## src/rtl/debounce_pkg.sv

```systemverilog
// Shared types and defaults for the contact debouncer.
// State encoding and the default acceptance window live here so the bench and RTL agree.
package debounce_pkg;

    typedef enum logic [1:0] {
        IDLE_LOW  = 2'b00,
        WAIT_HIGH = 2'b01,
        IDLE_HIGH = 2'b10,
        WAIT_LOW  = 2'b11
    } state_t;

    localparam int DEFAULT_STABLE_CYCLES = 4;

endpackage : debounce_pkg

```

## src/rtl/debounce_fsm_sync_2ff.sv

```systemverilog
// Two-flop synchronizer for the raw button level; used only when DEBOUNCE_SYNC_EN is defined.
// Both flops clear asynchronously so a reset never leaves a stale sample in flight.
module sync_2ff (
    input  logic clock,
    input  logic reset,
    input  logic d,
    output logic q
);

    logic meta;

    always_ff @(posedge clock or negedge reset) begin
        if (!reset) begin
            meta <= 1'b0;
            q    <= 1'b0;
        end else begin
            meta <= d;
            q    <= meta;
        end
    end

endmodule : sync_2ff

```

## src/rtl/debounce_fsm.sv

```systemverilog
// Debouncer for a mechanical contact: accepts a new level after STABLE_CYCLES constant samples.
// Optional input synchronizer enabled by macro DEBOUNCE_SYNC_EN (adds two cycles of latency).
//
//   state     | meaning
//   ----------+------------------------------------------------
//   IDLE_LOW  | level=0 accepted, sample matches, count idle
//   WAIT_HIGH | sample went high, counting consecutive highs
//   IDLE_HIGH | level=1 accepted, sample matches, count idle
//   WAIT_LOW  | sample went low, counting consecutive lows
module debounce_fsm
    import debounce_pkg::*;
#(
    parameter int STABLE_CYCLES = DEFAULT_STABLE_CYCLES
) (
    input  logic clock,
    input  logic reset,
    input  logic button,
    output logic level,
    output logic rise,
    output logic fall
);

    localparam int              CW   = $clog2(STABLE_CYCLES + 1);
    localparam logic [CW-1:0]   TERM = CW'(STABLE_CYCLES - 1);
    localparam logic [CW-1:0]   ONE  = CW'(1);

    logic          s;
    state_t        state, state_next;
    logic [CW-1:0] count, count_next;
    logic          level_next, rise_next, fall_next;

`ifdef DEBOUNCE_SYNC_EN
    sync_2ff u_sync_2ff (
        .clock (clock),
        .reset (reset),
        .d     (button),
        .q     (s)
    );
`else
    assign s = button;
`endif

    // The count tracks consecutive samples of the candidate level; it is
    // cleared on acceptance and on every reversal, so it tops out at TERM.
    always_comb begin
        state_next = state;
        count_next = count;
        level_next = level;
        rise_next  = 1'b0;
        fall_next  = 1'b0;
        unique case (state)
            IDLE_LOW: begin
                if (s) begin
                    state_next = WAIT_HIGH;
                    count_next = ONE;
                end else begin
                    count_next = '0;
                end
            end
            WAIT_HIGH: begin
                if (!s) begin
                    state_next = IDLE_LOW;
                    count_next = '0;
                end else if (count == TERM) begin
                    state_next = IDLE_HIGH;
                    count_next = '0;
                    level_next = 1'b1;
                    rise_next  = 1'b1;
                end else begin
                    count_next = count + ONE;
                end
            end
            IDLE_HIGH: begin
                if (!s) begin
                    state_next = WAIT_LOW;
                    count_next = ONE;
                end else begin
                    count_next = '0;
                end
            end
            WAIT_LOW: begin
                if (s) begin
                    state_next = IDLE_HIGH;
                    count_next = '0;
                end else if (count == TERM) begin
                    state_next = IDLE_LOW;
                    count_next = '0;
                    level_next = 1'b0;
                    fall_next  = 1'b1;
                end else begin
                    count_next = count + ONE;
                end
            end
            default: begin
                state_next = IDLE_LOW;
                count_next = '0;
                level_next = 1'b0;
            end
        endcase
    end

    always_ff @(posedge clock or negedge reset) begin
        if (!reset) begin
            state <= IDLE_LOW;
            count <= '0;
            level <= 1'b0;
            rise  <= 1'b0;
            fall  <= 1'b0;
        end else begin
            state <= state_next;
            count <= count_next;
            level <= level_next;
            rise  <= rise_next;
            fall  <= fall_next;
        end
    end

endmodule : debounce_fsm

```

## config.mk

```make
export PLATFORM = sky130hd
export DESIGN_NAME = debounce_fsm
export DESIGN_NICKNAME = d
export VERILOG_FILES = /design/src/rtl/debounce_pkg.sv /design/src/rtl/debounce_fsm_sync_2ff.sv /design/src/rtl/debounce_fsm.sv
export SDC_FILE = /design/constraint.sdc
export NUM_CORES = 1
export LEC_CHECK = 0
export CAP_MARGIN = 20
export CORE_AREA = 5 5 42 44
export CTS_CLUSTER_DIAMETER = 50
export DETAILED_ROUTE_END_ITERATION = 8
export DIE_AREA = 0 0 47 49
export PLACE_DENSITY = 0.48
export SYNTH_ARGS = -nofsm -noshare
export SYNTH_HDL_FRONTEND = slang
export SYNTH_SLANG_ARGS = --single-unit
```

## constraint.sdc

```tcl
create_clock -name clock -period 2 [get_ports clock]
set_clock_uncertainty 0.2 [all_clocks]
set_input_delay 0.4 -clock clock [delete_from_list [all_inputs] [get_ports clock]]
set_output_delay 0.4 -clock clock [all_outputs]
set_load 0.02 [all_outputs]
```

==> summary.md <==
| Metric | Value |
|---|---|
| Syn nets | 28 |
| Fin nets | 38 |
| Inst Count DP | 45 |
| CP endpoint kind | primary output |
| Hold slack | 0.218 ns |
| Design area | 420 um2 |
| Post-Syn Area | 328 um2 |
| Setup_tns | 0 ns |
| Worst min-delay path class | in2async |
| CTS Root Cell | clkbuf_4 |
| Met1 Use GR | 7.69% |
| Num CTS Buffers | 3 |
| Largest delay share family, worst path | buffers and inverters |
| Setup bufs post-CTS | 0 |
| DIE AREA | 2300 um2 |
| Slowest cell on crit path | clkdlybuf4s50_1 |
| H-tree depth | 1 |
| Slew margin rel. | 75.8% |
| Internal power | 0.000345 W |
| Sum of buffers and inverters on the critical path | 1 |
| Sw Share | 30.1% |
| Net switching power | 0.000149 W |
| Slew Limit Fails | 0 |
| Gpl congestion | 0.702 |
| Yosys cell types | 12 |
| Via/cell ratio | 4.65 |
| Critical Path RT | 1.40 ns |
| Reg-to-reg startpoint | count[0] |
| Crit path launch type | flip-flop |
| Power Density | 1180 nW/um2 |
| Ports | 6 |
| Cell area after placement | 398 um2 |
| Flop pwr share | 48.6% |
| Met2 usage in global routing | 8.37% |
| Max-cap violation count | 0 |
| 1st-iter DRT viols | 2 |
| Critical Path Max Stage Delay | 0.62 ns |
| Crit path time final | 1.85 ns |
| CP Cell Sequence | clkdlybuf4s50_1 |
| Logic pwr share | 25.7% |
| Total wire length | 601 um |
| Cells after Synth | 24 |
| # clock sinks | 8 |
| Fin. Hold Viols | 0 |
| Final setup vio count | 0 |
| Clock transition at the registers of the reported paths | 0.06 ns |
| Fin crit share | 92.3% |
| YS warnings | 0 |
| Die H | 49 um |
| LEAKAGE | 0.178 nW |
| Fillcell total | 160 |
| Congestion Overflow GR | 0 |
| Final Util | 30.0% |
| Rows | 14 |
| Status | finished, final reports clean |
| Layout Cells excl Fill | 48 |
| Chip width | 47 um |
| Syn-to-layout area delta | 28.2% |
| Hold-fix buffers, CTS | 0 |
| Initial antenna violation count | 0 |
| Remaining antenna violation count | 0 |
| Yosys top cell by area | dfrtp_1 |
| Clk network pwr share | 25.7% |
| DR WL/cell | 12.5 um |
| Vias | 223 |
| Synth area leaders | dfrtp_1, nor3b_2, o21ai_0 |
| Peak Freq | 0.542 GHz |
| RSZ-0062 raised after global routing | false |
| Gr usage total | 6.75% |
| Yosys reg bits | 8 |
| CTS max path bufs | 2 |
| Synth Area per Inst | 13.7 um2 |
| First-pass GRT wire length | 1.04 mm |
| Crit path kind | reg2out |
| Gr busiest metal | met2 |
| Seq/Total Area, Yosys | 61.1% |
| CTS tree | yes |
| Largest net degree at the start of global routing | 9 |
| Layout cells sized above 1 | 25.0% |
| Maximum VDD drop | 383 uV |
| Crit path launch | level |
| Vias in the first global route | 256 |
| Tightest Pin Transition | 0.362 ns |
| Post_cts resized | 0 |
| Buffers on Ports | 5 |
| Worst-path maximum fanout | 3 |
| Worst skew pair latency | 0.26 ns |
| CP Data Arrival Time | 1.25 ns |
| FF+latch area | 200 um2 |
| M3 GR Usage | 2.21% |
| Antenna diodes | 0 |
| DR pass1 iterations | 2 |
| Core area | 1400 um2 |
| Post-synth top area share | 61.1% |
| Starting Density | 23.4% |
| Multi-input logic area | 128 um2 |
| DRC errors left | 0 |
## cell type report
cell class                      count  share of cell area (%)
Sequential cell                     8                    47.6
Tap cell                           16                    4.76
Timing Repair Buffer                5                    11.9
Multi-Input combinational cell     16                    30.4
Clock buffer                        3                    5.36
## cells in the mapped netlist (all sizes together)
master	instances
dfrtp	8
nand2	1
ha	1
o21ai	3
nand3b	1
xor2	1
mux2	1
nor3b	4
and2b	1
and2	2
a31oi	1
## layer usage
layer / part of all wire, % / up-vias
li1: - / 100
met1: 44 / 111
met2: 45 / 7
met3: 3.7 / 5
met4: 6.5 / 0
met5: 0 / -
## power by group through the flow
stage,Sequential [W],Combinational [W],Clock (W)
after floorplan,0.000238,0.0000938,0
after global placement,0.000239,0.000123,0
after detailed placement,0.000243,0.000126,0
after CTS,0.000240,0.000128,0.000130
after global routing,0.000244,0.000145,0.000135
final,0.000240,0.000127,0.000127
## cells in the final DEF (no fill, tap or decap), drive strengths merged, types with 2 or more instances in the layout
master | netlist | routed
dfrtp | 8 | 8
clkdlybuf4s50 | 0 | 5
nor3b | 4 | 4
o21ai | 3 | 3
clkbuf | 0 | 3
and2 | 2 | 2
## path summary, 6_finish.rpt
check	slack (ns)	depth (start not counted)	to
worst max-delay path	0.15	1	level
worst min-delay path	0.22	1	rise
worst max register to register	0.53	3	flip-flop
worst min register to register	0.33	1	rise
max in group asynchronous	1.12	1	count[0]
min in group clock	0.33	1	rise
## through the flow
stage | power, W | worst slack, ns
final | 0.000494 | 0.154
after global routing | 0.000525 | 0.120
after CTS | 0.000498 | 0.154
after detailed placement | 0.000369 | 0.187
after global placement | 0.000362 | 0.222
after floorplan | 0.000332 | 0.618
## kinds of logic (layout without fill, tap and decap cells)
logic type,after synthesis,after routing,synth area share (%)
compound gates,4,4,6.49
xor+xnor,1,1,2.67
fa+ha+maj,1,1,3.82
buf+inv,0,8,0
flops,8,8,61.1
mux,1,1,3.43
simple gates,9,9,22.5
Note: power is estimated with default switching activity, not from simulation.
